File: config.mk
export PLATFORM = sky130hd
export DESIGN_NAME = fifo_write_arbiter
export DESIGN_NICKNAME = d
export VERILOG_FILES = /design/src/rtl/fifo_arb_pkg.sv /design/src/rtl/rr_priority_picker.sv /design/src/rtl/fifo_write_arbiter.sv
export SDC_FILE = /design/constraint.sdc
export NUM_CORES = 1
export LEC_CHECK = 0
export BUFFER_PORTS_ARGS = -buffer_cell sky130_fd_sc_hd__buf_4
export CORE_MARGIN = 2
export CORE_UTILIZATION = 50
export DETAILED_ROUTE_END_ITERATION = 16
export PLACE_DENSITY = 0.95
export SLEW_MARGIN = 20
export SYNTH_ARGS = -nofsm -noshare
export SYNTH_HDL_FRONTEND = slang
export SYNTH_HIERARCHICAL = 1
export SYNTH_SLANG_ARGS = --single-unit
File: constraint.sdc
create_clock -name W_CLK -period 5.85 [get_ports W_CLK]
set_input_delay 0.585 -clock W_CLK [delete_from_list [all_inputs] [get_ports W_CLK]]
set_output_delay 0.585 -clock W_CLK [all_outputs]
set_load 0.02 [all_outputs]
File: src/rtl/fifo_arb_pkg.sv
// Shared types and round-robin helper for the FIFO write-port arbiter.
// Optional statistics are enabled by defining FIFO_ARB_STATS_EN.
package fifo_arb_pkg;

    typedef enum logic {
        IDLE  = 1'b0,
        BURST = 1'b1
    } arb_state_t;

    localparam int STAT_W  = 16;
    localparam int MAX_REQ = 8;

    // Rotate so (last+1) sits at bit 0, keep the lowest set bit, rotate back.
    function automatic logic [MAX_REQ-1:0] rr_pick(
        input logic [MAX_REQ-1:0] req,
        input int unsigned        last,
        input int unsigned        n
    );
        logic [MAX_REQ-1:0] rot;
        logic [MAX_REQ-1:0] first;
        logic [MAX_REQ-1:0] gnt;
        logic [2:0]         pos;
        int unsigned        sh;
        rot   = '0;
        gnt   = '0;
        sh    = (last + 1) % n;
        for (int unsigned k = 0; k < MAX_REQ; k++) begin
            pos    = 3'((sh + k) % n);
            rot[k] = (k < n) ? req[pos] : 1'b0;
        end
        first = rot & (~rot + 1'b1);
        for (int unsigned k = 0; k < MAX_REQ; k++) begin
            pos = 3'((sh + k) % n);
            if (k < n && first[k]) begin
                gnt[pos] = 1'b1;
            end
        end
        return gnt;
    endfunction

endpackage

File: src/rtl/rr_priority_picker.sv
// Combinational round-robin picker: one-hot grant and its index, searching
// upward from the requester after last_i with wrap-around.
module rr_priority_picker
    import fifo_arb_pkg::*;
#(
    parameter int  NUM_REQ = 4,
    localparam int IDX_W   = (NUM_REQ > 1) ? $clog2(NUM_REQ) : 1
) (
    input  logic [NUM_REQ-1:0] req_i,
    input  logic [IDX_W-1:0]   last_i,
    output logic [NUM_REQ-1:0] gnt_o,
    output logic [IDX_W-1:0]   idx_o
);

    logic [MAX_REQ-1:0] req_ext;
    logic [MAX_REQ-1:0] gnt_ext;

    always_comb begin
        req_ext                = '0;
        req_ext[NUM_REQ-1:0]   = req_i;
        gnt_ext                = rr_pick(req_ext, 32'(last_i), NUM_REQ);
        gnt_o                  = gnt_ext[NUM_REQ-1:0];
        idx_o                  = '0;
        for (int i = 0; i < MAX_REQ; i++) begin
            if (gnt_ext[i]) begin
                idx_o = IDX_W'(i);
            end
        end
    end

endmodule

File: src/rtl/fifo_write_arbiter.sv
// Round-robin burst arbiter sharing the async FIFO write port among NUM_REQ
// producers. Define FIFO_ARB_STATS_EN to add beat/stall statistics outputs.
module fifo_write_arbiter
    import fifo_arb_pkg::*;
#(
    parameter int NUM_REQ    = 4,
    parameter int data_width = 9,
    parameter int MAX_BURST  = 16
) (
    input  logic                           W_CLK,
    input  logic                           WRST_n,
    input  logic [NUM_REQ-1:0]             REQ_VALID,
    input  logic [NUM_REQ*data_width-1:0]  REQ_DATA,
    input  logic [NUM_REQ-1:0]             REQ_LAST,
    output logic [NUM_REQ-1:0]             REQ_READY,
    input  logic                           FULL,
    output logic                           W_EN,
    output logic [data_width-1:0]          I_DATA,
    output logic [NUM_REQ-1:0]             GNT,
    output logic                           BUSY
`ifdef FIFO_ARB_STATS_EN
    ,
    output logic [NUM_REQ*STAT_W-1:0]      STAT_BEATS,
    output logic [STAT_W-1:0]              STAT_STALL
`endif
);

    localparam int IDX_W = (NUM_REQ > 1) ? $clog2(NUM_REQ) : 1;
    localparam int CNT_W = $clog2(MAX_BURST);

    arb_state_t          state_q;
    logic [NUM_REQ-1:0]  gnt_q;
    logic [IDX_W-1:0]    gidx_q;
    logic [IDX_W-1:0]    last_q;
    logic [CNT_W-1:0]    cnt_q;

    logic [NUM_REQ-1:0]  pick_gnt;
    logic [IDX_W-1:0]    pick_idx;
    logic                in_burst;
    logic                owner_vld;
    logic                beat;
    logic                burst_end;

    rr_priority_picker #(
        .NUM_REQ (NUM_REQ)
    ) u_picker (
        .req_i   (REQ_VALID),
        .last_i  (last_q),
        .gnt_o   (pick_gnt),
        .idx_o   (pick_idx)
    );

    // FULL gates the beat combinationally so a write can never hit a full FIFO.
    always_comb begin
        in_burst  = (state_q == BURST);
        owner_vld = REQ_VALID[gidx_q];
        beat      = in_burst & owner_vld & ~FULL;
        burst_end = beat & (REQ_LAST[gidx_q] | (cnt_q == CNT_W'(MAX_BURST - 1)));
    end

    assign W_EN      = beat;
    assign REQ_READY = beat ? gnt_q : '0;
    assign I_DATA    = in_burst ? REQ_DATA[gidx_q*data_width +: data_width] : '0;
    assign GNT       = gnt_q;
    assign BUSY      = in_burst;

    always_ff @(posedge W_CLK or negedge WRST_n) begin
        if (!WRST_n) begin
            state_q <= IDLE;
            gnt_q   <= '0;
            gidx_q  <= '0;
            last_q  <= IDX_W'(NUM_REQ - 1);
            cnt_q   <= '0;
        end else begin
            case (state_q)
                IDLE: begin
                    if (|REQ_VALID) begin
                        gnt_q   <= pick_gnt;
                        gidx_q  <= pick_idx;
                        cnt_q   <= '0;
                        state_q <= BURST;
                    end
                end
                BURST: begin
                    if (burst_end) begin
                        last_q  <= gidx_q;
                        gnt_q   <= '0;
                        cnt_q   <= '0;
                        state_q <= IDLE;
                    end else if (beat) begin
                        cnt_q   <= cnt_q + 1'b1;
                    end
                end
                default: state_q <= IDLE;
            endcase
        end
    end

`ifdef FIFO_ARB_STATS_EN
    logic [STAT_W-1:0] beats_q [NUM_REQ];
    logic [STAT_W-1:0] beats_d [NUM_REQ];
    logic [STAT_W-1:0] stall_q;
    logic [STAT_W-1:0] stall_d;

    function automatic logic [STAT_W-1:0] sat_inc(input logic [STAT_W-1:0] v);
        return (v == '1) ? v : v + 1'b1;
    endfunction

    always_comb begin
        beats_d = beats_q;
        stall_d = stall_q;
        if (beat) begin
            beats_d[gidx_q] = sat_inc(beats_q[gidx_q]);
        end
        if (in_burst && owner_vld && FULL) begin
            stall_d = sat_inc(stall_q);
        end
    end

    always_ff @(posedge W_CLK or negedge WRST_n) begin
        if (!WRST_n) begin
            for (int i = 0; i < NUM_REQ; i++) begin
                beats_q[i] <= '0;
            end
            stall_q <= '0;
        end else begin
            beats_q <= beats_d;
            stall_q <= stall_d;
        end
    end

    for (genvar i = 0; i < NUM_REQ; i++) begin : g_stat
        assign STAT_BEATS[i*STAT_W +: STAT_W] = beats_q[i];
    end
    assign STAT_STALL = stall_q;
`endif

endmodule
==> results.py <==
metrics = {
    "status": {
        "status": "finished, final reports clean",
    },
    "synthesis": {
        "avgSynthCellArea_sq_um": 10.7,
        "syn-cell-area_sq_mm": 0.00141,
        "synth_top_cell_area_share": 0.196,
        "postSynthCellCount": 131,
        "synth.top_cells.by_count": "13 x and2_1, 12 x mux4_2, 11 x dfrtp_1",
        "synth_edf_count": 0,
        "synth_top_area_cell": "dfrtp_1",
        "yosysSeqAreaShare": 0.233,
        "synth_cell_types": 47,
        "synth_ff_type": "dfrtp_1",
        "ys_ff_latch": 13,
        "async_flop_share": 1.00,
        "synth.most_common_cell": "and2_1",
        "synthTopCellsByArea": "dfrtp_1 20%, mux4_2 19%, ha_1 7.1%",
        "syn_nets": 186,
        "yosys_warnings": 6,
    },
    "pwr": {
        "power_leakage_nw": 0.923,
        "vdd_drop_max_uv": 323,
        "powerDensity_mw_per_mm2": 475,
    },
    "placement": {
        "dp_cells": 223,
        "pre_cts_ws_ps": 2850,
        "place_area_sq_mm": 0.00191,
        "gp_routability_congestion": 0.853,
        "port_buffers": 65,
        "hpwl_um": 3270,
    },
    "sta": {
        "setup-tns-final_ps": 0,
        "hold_viol_final": 0,
        "post-route-period-util": 0.514,
        "fmax_mhz": 332,
        "final_max_slew_viol_count": 0,
        "tightestPinTransition_ps": 775,
        "fin_skew_ps": 5.77,
        "setup-violations-final": 0,
        "min_period_ps": 3010,
        "rsz0062_at_grt": "false",
        "setup_ws_ps": 2840,
        "relSlewSlack": 0.478,
    },
    "clock_tree": {
        "cts_tree": "built",
        "htreeDepth": 1,
        "cts_sinks": 13,
        "cts.path.max_buffers": 2,
        "numCtsBuffers": 3,
        "cts_resized": 0,
        "clk_latency_ps": 290,
        "cts_hold_buf": 0,
        "path_clk_slew_ps": 90,
        "cts-root-buf": "clkbuf_4",
        "post_cts_buffers": 0,
    },
    "cells_and_area": {
        "diodes": 0,
        "stdcell_count": 227,
        "nets": 252,
        "multi_input_area_sq_mm": 0.00102,
        "regArea_sq_um": 328,
        "post-route-cell-area_sq_mm": 0.00194,
        "fillers": 203,
        "layout-drive-gt1-share": 0.531,
        "syn_to_final_growth_pct": 37.6,
    },
    "floorplan": {
        "start_util": 0.519,
        "core_area_sq_mm": 0.00271,
        "dieWidth_um": 57.1,
        "io_pins": 66,
        "die_h_um": 57.1,
        "die-area_sq_mm": 0.00326,
        "rows": 19,
    },
    "detailed_routing": {
        "wire_per_inst_um": 17.5,
        "ant_nets": 0,
        "firstDrtPassIters": 4,
        "drt_wl_total_um": 3960,
        "drt_first_iter_violations": 63,
        "drc": 0,
        "vias_per_cell": 6.09,
        "num_vias": 1382,
    },
    "worst_setup_path": {
        "end_kind": "flop",
        "crit_path_max_fanout": 12,
        "critical_path_arrival_ps": 3190,
        "critPathKind": "flop to flop",
        "r2r_cells": 9,
        "startpoint_type": "flop",
        "cp.required_ps": 6040,
    },
    "global_routing": {
        "globalRoute.totalOverflow": 0,
        "grt_usage": 0.260,
        "antenna_found_initial": 0,
        "grt_pass1_vias": 1421,
        "grt_max_degree": 17,
        "grt_first_pass_wirelength_um": 6580,
    },
    "min_path": {
        "hp-class": "input port to async pin",
    },
    "run": {
        "drv_cap": 0,
    },
}
-- final cells by class --
type                       instances  share of cell area
multi-input combinational        104               0.525
timing repair buffer              65               0.252
sequential                        13               0.169
inverter                          10              0.0207
tap                               31              0.0200
clock buffer                       4              0.0136
-- registers in the layout, summed over array words and instances, names as in the netlist --
| register | cells |
|---|---|
| cnt_q | 4 |
| GNT | 4 |
| last_q | 2 |
| BUSY | 1 |
| gidx_q | 2 |
-- kinds of logic after synthesis --
kind of cell	share of synthesized area
simple gates	0.212
mux	0.252
compound gates	0.186
buf+inv	0.0453
flops	0.233
fa+ha+maj	0.0711
-- routing by layer --
layer | up-vias | track usage | wire length, um
met5 | - | 0 | 0
met1 | 665 | 0.320 | 1530
met4 | 0 | 0.0963 | 135
met2 | 66 | 0.440 | 2060
li1 | 632 | - | -
met3 | 19 | 0.0658 | 237
-- critical path, cell delays in order, from the launching register on --
cell      delay (ps)
dfstp_2          670
inv_1            130
ha_1             380
mux4_2           610
a21oi_1          160
o32ai_1          120
a221oi_2         240
inv_1             90
or2_1            230
mux2_2           260
-- power breakdown --
group	internal, mW	switching (mW)
clock	0.0266	0.0327
sequential	0.124	0.0791
combinational	0.336	0.322
-- stage by stage --
| step | hold WS (ps) | utilization | power (mW) |
|---|---|---|---|
| after global placement | 433 | 0.705 | 0.815 |
| after floorplan | 289 | - | 0.669 |
| after global routing | 113 | 0.715 | 0.986 |
| final | 119 | 0.715 | 0.920 |
| after CTS | 122 | 0.715 | 0.915 |
| after detailed placement | 439 | 0.705 | 0.856 |
-- worst paths after layout --
path	end	slack (ps)	start
min reg2reg	GNT[1]	520	GNT[1]
max	gidx_q[1]	2840	last_q[0]
max in group asynchronous	last_q[0]	5500	WRST_n
min in group W_CLK	GNT[1]	520	GNT[1]
min	gidx_q[1]	120	WRST_n
max reg2reg	gidx_q[1]	2840	last_q[0]
-- cells in the final DEF (no fill, tap or decap), types with 2 or more instances in the layout --
| cell | instances |
|---|---|
| nor2_1 | 7 |
| a21bo_2 | 4 |
| clkbuf_4 | 3 |
| nand3_1 | 8 |
| mux2_2 | 3 |
| nand2_1 | 5 |
| mux2_4 | 2 |
| o32ai_1 | 2 |
| a21oi_1 | 4 |
| or2_2 | 2 |
| a221o_2 | 2 |
| a22oi_1 | 5 |
| nor3_1 | 2 |
| ha_1 | 8 |
| inv_1 | 9 |
| and2_1 | 13 |
| buf_4 | 65 |
| mux4_2 | 12 |
| dfstp_2 | 2 |
| dfrtp_1 | 11 |
(Power assumes the default switching activity.)
